==> src/rtl/condiciona_botoes.sv <==
// Button conditioner: 2-flop synchroniser, whole-vector debounce and single-press acceptance FSM.
// A press is accepted once, held one-hot until release, and multi-button/disabled presses are rejected.
module condiciona_botoes #(
    parameter int DEBOUNCE_CYCLES = 50000
) (
    input  logic       clock,
    input  logic       reset,
    input  logic [6:0] botoes_raw,
    input  logic       habilita,
    output logic [6:0] botoes,
    output logic [2:0] codigo,
    output logic       jogada_pulso,
    output logic       multiplo,
    output logic [1:0] db_estado
);
    // state       | meaning
    // LIVRE       | no button held, waiting for a clean press
    // ACEITA      | press accepted, one-clock pulse
    // PRESSIONADO | accepted button still held
    // INVALIDO    | rejected vector, wait for full release
    typedef enum logic [1:0] {
        LIVRE       = 2'd0,
        ACEITA      = 2'd1,
        PRESSIONADO = 2'd2,
        INVALIDO    = 2'd3
    } estado_t;

    localparam int CW = (DEBOUNCE_CYCLES > 1) ? $clog2(DEBOUNCE_CYCLES) : 1;
    localparam logic [CW-1:0] CNT_MAX = CW'(DEBOUNCE_CYCLES - 1);

    logic [6:0]    meta_q, sync_q;
    logic [6:0]    cand_q, cand_d;
    logic [CW-1:0] cnt_q, cnt_d;
    logic [6:0]    stavel_q, stavel_d;
    logic [6:0]    sel_q, sel_d;
    estado_t       state_q, state_d;
    logic          um;

    function automatic logic [2:0] indice(input logic [6:0] v);
        logic [2:0] r;
        r = 3'd0;
        for (int i = 0; i < 7; i++)
            if (v[i]) r = 3'(i + 1);
        return r;
    endfunction

    always_ff @(posedge clock or posedge reset) begin
        if (reset) begin
            meta_q   <= '0;
            sync_q   <= '0;
            cand_q   <= '0;
            cnt_q    <= '0;
            stavel_q <= '0;
        end else begin
            meta_q   <= botoes_raw;
            sync_q   <= meta_q;
            cand_q   <= cand_d;
            cnt_q    <= cnt_d;
            stavel_q <= stavel_d;
        end
    end

    // stavel is loaded on the same clock the counter saturates
    always_comb begin
        cand_d   = cand_q;
        cnt_d    = cnt_q;
        stavel_d = stavel_q;
        if (sync_q != cand_q) begin
            cand_d = sync_q;
            cnt_d  = '0;
        end else begin
            if (cnt_q != CNT_MAX) cnt_d = cnt_q + 1'b1;
            if (cnt_d == CNT_MAX) stavel_d = cand_q;
        end
    end

    always_ff @(posedge clock or posedge reset) begin
        if (reset) begin
            state_q <= LIVRE;
            sel_q   <= '0;
        end else begin
            state_q <= state_d;
            sel_q   <= sel_d;
        end
    end

    assign um = $onehot(stavel_q);

    always_comb begin
        state_d = state_q;
        sel_d   = sel_q;
        case (state_q)
            LIVRE: begin
                if (stavel_q != 7'd0) begin
                    if (um && habilita) begin
                        sel_d   = stavel_q;
                        state_d = ACEITA;
                    end else begin
                        state_d = INVALIDO;
                    end
                end
            end
            ACEITA:      state_d = PRESSIONADO;
            PRESSIONADO: begin
                if (stavel_q == 7'd0)        state_d = LIVRE;
                else if (stavel_q != sel_q)  state_d = INVALIDO;
            end
            INVALIDO: begin
                if (stavel_q == 7'd0) state_d = LIVRE;
            end
            default: state_d = LIVRE;
        endcase
    end

    always_comb begin
        botoes       = 7'd0;
        codigo       = 3'd0;
        jogada_pulso = 1'b0;
        multiplo     = 1'b0;
        db_estado    = state_q;
        case (state_q)
            ACEITA: begin
                jogada_pulso = 1'b1;
                botoes       = sel_q;
                codigo       = indice(sel_q);
            end
            PRESSIONADO: begin
                botoes = sel_q;
                codigo = indice(sel_q);
            end
            INVALIDO: multiplo = 1'b1;
            default: ;
        endcase
    end
endmodule
==> config.mk <==
export PLATFORM = sky130hd
export DESIGN_NAME = condiciona_botoes
export DESIGN_NICKNAME = d
export VERILOG_FILES = /design/src/rtl/condiciona_botoes.sv
export SDC_FILE = /design/constraint.sdc
export NUM_CORES = 1
export LEC_CHECK = 0
export CORE_UTILIZATION = 35
export CTS_CLUSTER_DIAMETER = 80
export DETAILED_ROUTE_END_ITERATION = 8
export PLACE_DENSITY = 0.52
export SLEW_MARGIN = 15
export SYNTH_ARGS = -nofsm -noshare
export SYNTH_HDL_FRONTEND = slang
export SYNTH_SLANG_ARGS = --single-unit
==> constraint.sdc <==
create_clock -name clock -period 3.8 [get_ports clock]
set_input_delay 0.57 -clock clock [delete_from_list [all_inputs] [get_ports clock]]
set_output_delay 0.57 -clock clock [all_outputs]
set_load 0.02 [all_outputs]
## Word-level counts from Yosys, hierarchy flattened

Cells that the tools add are included.

- Output and inout port bits: 14
- Bits of input ports: 10
- Register bits after elaboration: 53
- Logic and storage cells: 54

- Muxes and demuxes: 20
- Eq/ne operators: 11
- $add $sub $neg: 7
- Reduce and logical (&&, ||, !) cells: 8
- Bitwise operators: 1

Operator list:

| operator | count |
|---|---|
| 16-bit two-way mux | 3 |
| 3-bit two-way mux | 7 |
| 16-bit by 1-bit adder with 16-bit output (second input constant) | 1 |
| 16-bit == test (second input constant) | 1 |
| 16-bit != test (second input constant) | 1 |
| 7-bit != test | 2 |
| 2-bit two-way mux | 5 |
| 2-bit case mux with 4 select lines | 1 |
| 7-bit logical NOT | 1 |
| 7-bit two-way mux | 1 |
| 7-bit nonzero test | 1 |
| 1-bit by 1-bit adder with 2-bit output | 3 |
| 3-bit AND reduction | 2 |
| 2-bit == test (second input constant) | 2 |
| 2-bit != test (second input constant) | 2 |
| 2-bit by 1-bit adder with 3-bit output | 1 |
| 2-bit by 2-bit adder with 3-bit output | 1 |
| 3-bit adder | 1 |
| 3-bit by 1-bit == test with 1-bit output (second input constant) | 1 |
| 1-bit two-way mux | 3 |
| 3-bit != test (second input constant) | 1 |
| 2-bit by 1-bit == test with 1-bit output (second input constant) | 1 |
| 2-bit logical NOT | 1 |
| 2-bit AND reduction | 1 |
| 3 further kinds | 3 |

## Depth between registers and ports, before layout

- Depth in word-level cells: 8
- Gate-level depth with buffers: 11
- Gate-level depth less buffers: 10

## Least setup slack after synthesis

Ideal clock, no wire load.

- Kind: reg-to-reg
- Start point: register stavel_q[0]
- End point: register sel_q[0]
- Buffers on the path: 1
- Path slack: 573 ps
- Library setup time: 131 ps
- Period minus slack after synthesis: 3227 ps
- Required time: 3669 ps
- Arrival time: 3095 ps
- Cell stages (with the launch flop): 12
- Path through: dfrtp_1 -> inv_1 -> fa_1 -> fa_1 -> fa_1 -> inv_1 -> fa_1 -> nor4b_1 -> nand3_1 -> clkbuf_1 -> nand2_1 -> o21ai_0

- Word-level cells in the longest chain between the ends: 6
- Elaborated cells between the ends (all ways): 7
- Classes of those cells: add/sub: 3; eq/ne: 1; reduce/logical: 3

Ends and longest elaborated chain:

| item | line | text |
|---|---|---|
| from (decl) | 34 | `logic [6:0] stavel_q, stavel_d;` |
| from (signal assigned) | 59 | `stavel_q <= stavel_d;` |
| 1-bit by 1-bit adder with 2-bit output (not written as such) | 87 | `assign um = $onehot(stavel_q);` |
| 2-bit by 2-bit adder with 3-bit output (not written as such) | 87 |  |
| 3-bit adder (not written as such) | 87 |  |
| 3-bit by 1-bit == test with 1-bit output | 87 |  |
| 1-bit logical AND | 95 | `if (um && habilita) begin` |
| 3-bit AND reduction (no line) | n/a |  |
| to (signal assigned) | 83 | `sel_q <= sel_d;` |
| to (decl) | 35 | `logic [6:0] sel_q, sel_d;` |

Several ways; a longest one is shown, not always the timed one.
A chain may end at the register's enable or synchronous reset.

## Worst setup path after layout

- Start point: register stavel_q[0]
- End point: register sel_q[2]

- Word-level cells in the longest chain between the ends: 6
- Elaborated cells between the ends (all ways): 7
- Classes of those cells: add/sub: 3; eq/ne: 1; reduce/logical: 3

Ends and longest elaborated chain:

| item | line |
|---|---|
| 1-bit by 1-bit adder with 2-bit output (not written as such) | 87 |
| 2-bit by 2-bit adder with 3-bit output (not written as such) | 87 |
| 3-bit adder (not written as such) | 87 |
| 3-bit by 1-bit == test with 1-bit output | 87 |
| 1-bit logical AND | 95 |
| 3-bit AND reduction (no line) (*) | n/a |

Mark *: on every way between the ends. The rest lies on a longest branch, timed or not.

==> results_dict.tcl <==
set metrics [dict create \
    status "completed" \
    grtUsageTotal_pct 13.05 \
    yosysSeqAreaShare_pct 50.65 \
    cp_max_fo 14 \
    final_cell_area_sq_um 3045 \
    syn_area_per_cell_sq_um 10.56 \
    diodes 0 \
    dieWidth_um 88.50 \
    gr-total-overflow 0 \
    rsz0062_at_grt "false" \
    routed-wl-met3_um 112 \
    antenna_found_initial 0 \
    portBuffers 23 \
    p_leak_nw 1.297 \
    syn_to_final_growth_pct 16.29 \
    syn-cell-area_sq_um 2619 \
    slew_violations 0 \
    routed.top_layer "met4" \
    crit_slowest_cell "fa_1" \
    routabilityCongestion 0.7212 \
    yosys_warnings 0 \
    clk_pin_slew_ns 0.10 \
    clk-insertion-delay-late_ns 0.31 \
    wl_per_cell_um 12.21 \
    htreeDepth 2 \
    n_fill_cell 721 \
    cpPeakStageDelay_ns 0.55 \
    grt_max_degree 30 \
    cp_top_family "adder cells" \
    row_count 31 \
    vdd_ir_drop_max_mv 0.2123 \
    synth_top_cells_by_area "dfrtp_1 51%, xor2_1 4.7%, nor2_1 4.4%" \
    maxSlewHeadroom_pct 66.59 \
    worst_pin_slew_ns 0.4997 \
    ys_ff_latch 53 \
    start_kind "flip-flop" \
    critPathRequiredTime_ns 4.02 \
    cts_buffer_depth 2 \
    ctsHoldBuffers 0 \
    dr.pass1.iters 4 \
    die_h_um 88.50 \
    synth.net_count 269 \
    post_cts_resized 0 \
    yosys.area.top_type "dfrtp_1" \
    synth_common_cells "53 x dfrtp_1, 31 x nor2_1, 17 x inv_1, 17 x nand2_1, 14 x xor2_1" \
    post-cts-setup-buffers 0 \
    drc 0 \
    boundaryPins 24 \
    cts_buffers 5 \
    async_reset_ff_share_pct 100.0 \
    dr_wl_met2_mm 2.001 \
    hp-class "flip-flop to flip-flop" \
    die-area_sq_um 7832 \
    routed_wl_mm 4.504 \
    dr.first_iter.drc_count 100 \
    clock_skew_ns 0.008289 \
    yosysTopAreaCellShare_pct 50.65 \
    clkSinkCount 53 \
    cts_root_buffer "clkbuf_8" \
    cp.arrival_ns 3.71 \
    period_share_pct 91.83 \
    vias_per_cell 4.583 \
    yosys.cell_types.count 40 \
    hpwl_mm 3.248 \
    crit_top_cell "fa_1" \
    yosysMostFrequentCell "dfrtp_1" \
    tns_ns 0 \
    max_freq_mhz 286.6 \
    crit_type "flip-flop to flip-flop" \
    critPathCaptureType "flip-flop" \
    synth-edff-count 0 \
    detail-route-antenna-nets 0 \
    vias 1691 \
    grt_pass1_vias 1611 \
    start_util_pct 36.10 \
    synth_cells 248 \
    fin_crit_ns 3.489 \
    p_per_area_nw_per_um2 309.5 \
    drt-met1-wl_mm 2.314 \
    maxCapViolCount 0 \
    post-route-util_pct 41.99 \
    core-area_sq_um 7253 \
    grt_pass1_wl_mm 7.700 \
    cp_cell_sequence "inv_1 > fa_1 > fa_1 > fa_1 > inv_1 > fa_1 > nor4b_1 > nand3_1 > o21ai_0" \
    setup-violations-final 0 \
    drive_gt1_share_pct 9.630 \
    ys_dominant_reg_cell "dfrtp_1" \
    crit_buf_inv 2 \
    cts_tree "built" \
    fin_nets 290 \
    hold_viol 0 \
    placed_cell_area_sq_um 2950 \
]
[report_power, final]
part,total (mW),internal (mW),leakage (nW),switching (mW)
Combinational,0.0281,0.0135,0.556,0.0146
Sequential,0.581,0.575,0.692,0.00617
Clock,0.333,0.137,0.0495,0.196
[registers in the layout, indices dropped and copies added (netlist names)]
signal	count
cnt_q	16
cand_q	7
meta_q	7
sel_q	7
stavel_q	7
sync_q	7
db_estado	2
[cells by family after synthesis]
| logic type | share of synthesized area [%] |
|---|---|
| xor+xnor | 9.030 |
| compound gates | 7.024 |
| fa+ha+maj | 6.402 |
| mux | 4.396 |
| simple gates | 18.35 |
| buf+inv | 4.157 |
| flops | 50.64 |
[cell type report]
cell class | count | area (sq um) | share of cell area, %
multi-input combinational | 166 | 1184 | 38.87
tap | 99 | 123.9 | 4.067
inverter | 17 | 63.81 | 2.095
sequential | 53 | 1326 | 43.55
clock buffer | 5 | 68.82 | 2.260
clock inverter | 3 | 26.28 | 0.8628
timing repair buffer | 26 | 252.7 | 8.299
[final timing paths]
kind                                         start                     to  slack, ns  depth (start not counted)
setup / recovery           stavel_q[0]$_DFFE_PP0P_   sel_q[2]$_DFFE_PP0P_       0.31                          9
hold / removal                 meta_q[2]$_DFF_PP0_    sync_q[2]$_DFF_PP0_       0.36                          0
setup reg to reg           stavel_q[0]$_DFFE_PP0P_   sel_q[2]$_DFFE_PP0P_       0.31                          9
hold reg to reg                meta_q[2]$_DFF_PP0_    sync_q[2]$_DFF_PP0_       0.36                          0
max in group asynchronous                    reset  cand_q[1]$_DFFE_PP0N_       2.44                          3
min in group asynchronous                    reset    sync_q[6]$_DFF_PP0_       0.59                          2
[per-layer routing]
metal | vias up | global-route usage [%]
met5 | - | 0
met4 | 0 | 4.839
met3 | 5 | 3.078
met2 | 22 | 19.44
met1 | 797 | 18.49
li1 | 867 | -
[layout by cell type (no fill, tap or decap), types with 2 or more instances in the layout]
cell type / synthesis / layout
dfrtp_1: 53 / 53
nor2_1: 31 / 31
clkdlybuf4s50_1: 0 / 23
nand2_1: 17 / 17
inv_1: 17 / 16
xor2_1: 14 / 14
xnor2_1: 13 / 13
nor3_1: 10 / 10
a21oi_1: 8 / 8
o21ai_0: 8 / 8
mux2_2: 8 / 8
and2_1: 7 / 7
ha_1: 7 / 7
nand4_1: 6 / 6
nor4_1: 5 / 5
clkbuf_8: 0 / 5
fa_1: 4 / 4
nand3_1: 3 / 3
inv_6: 0 / 3
buf_4: 0 / 3
nand3b_1: 2 / 2
o21a_1: 2 / 2
[metrics by stage]
step                hold WS [ns]  worst slack [ns]  cells  power (mW)
finish                    0.3567            0.3105    369      0.9424
global route              0.3653          0.004926    369      0.9911
CTS                       0.3607            0.2418    369      0.9683
detailed placement        0.3347            0.2527    361      0.6222
global placement          0.3325            0.3990    361      0.6217
floorplan                 0.3312            0.5735    248      0.6081
No activity file was read; power rests on OpenSTA's default activity.
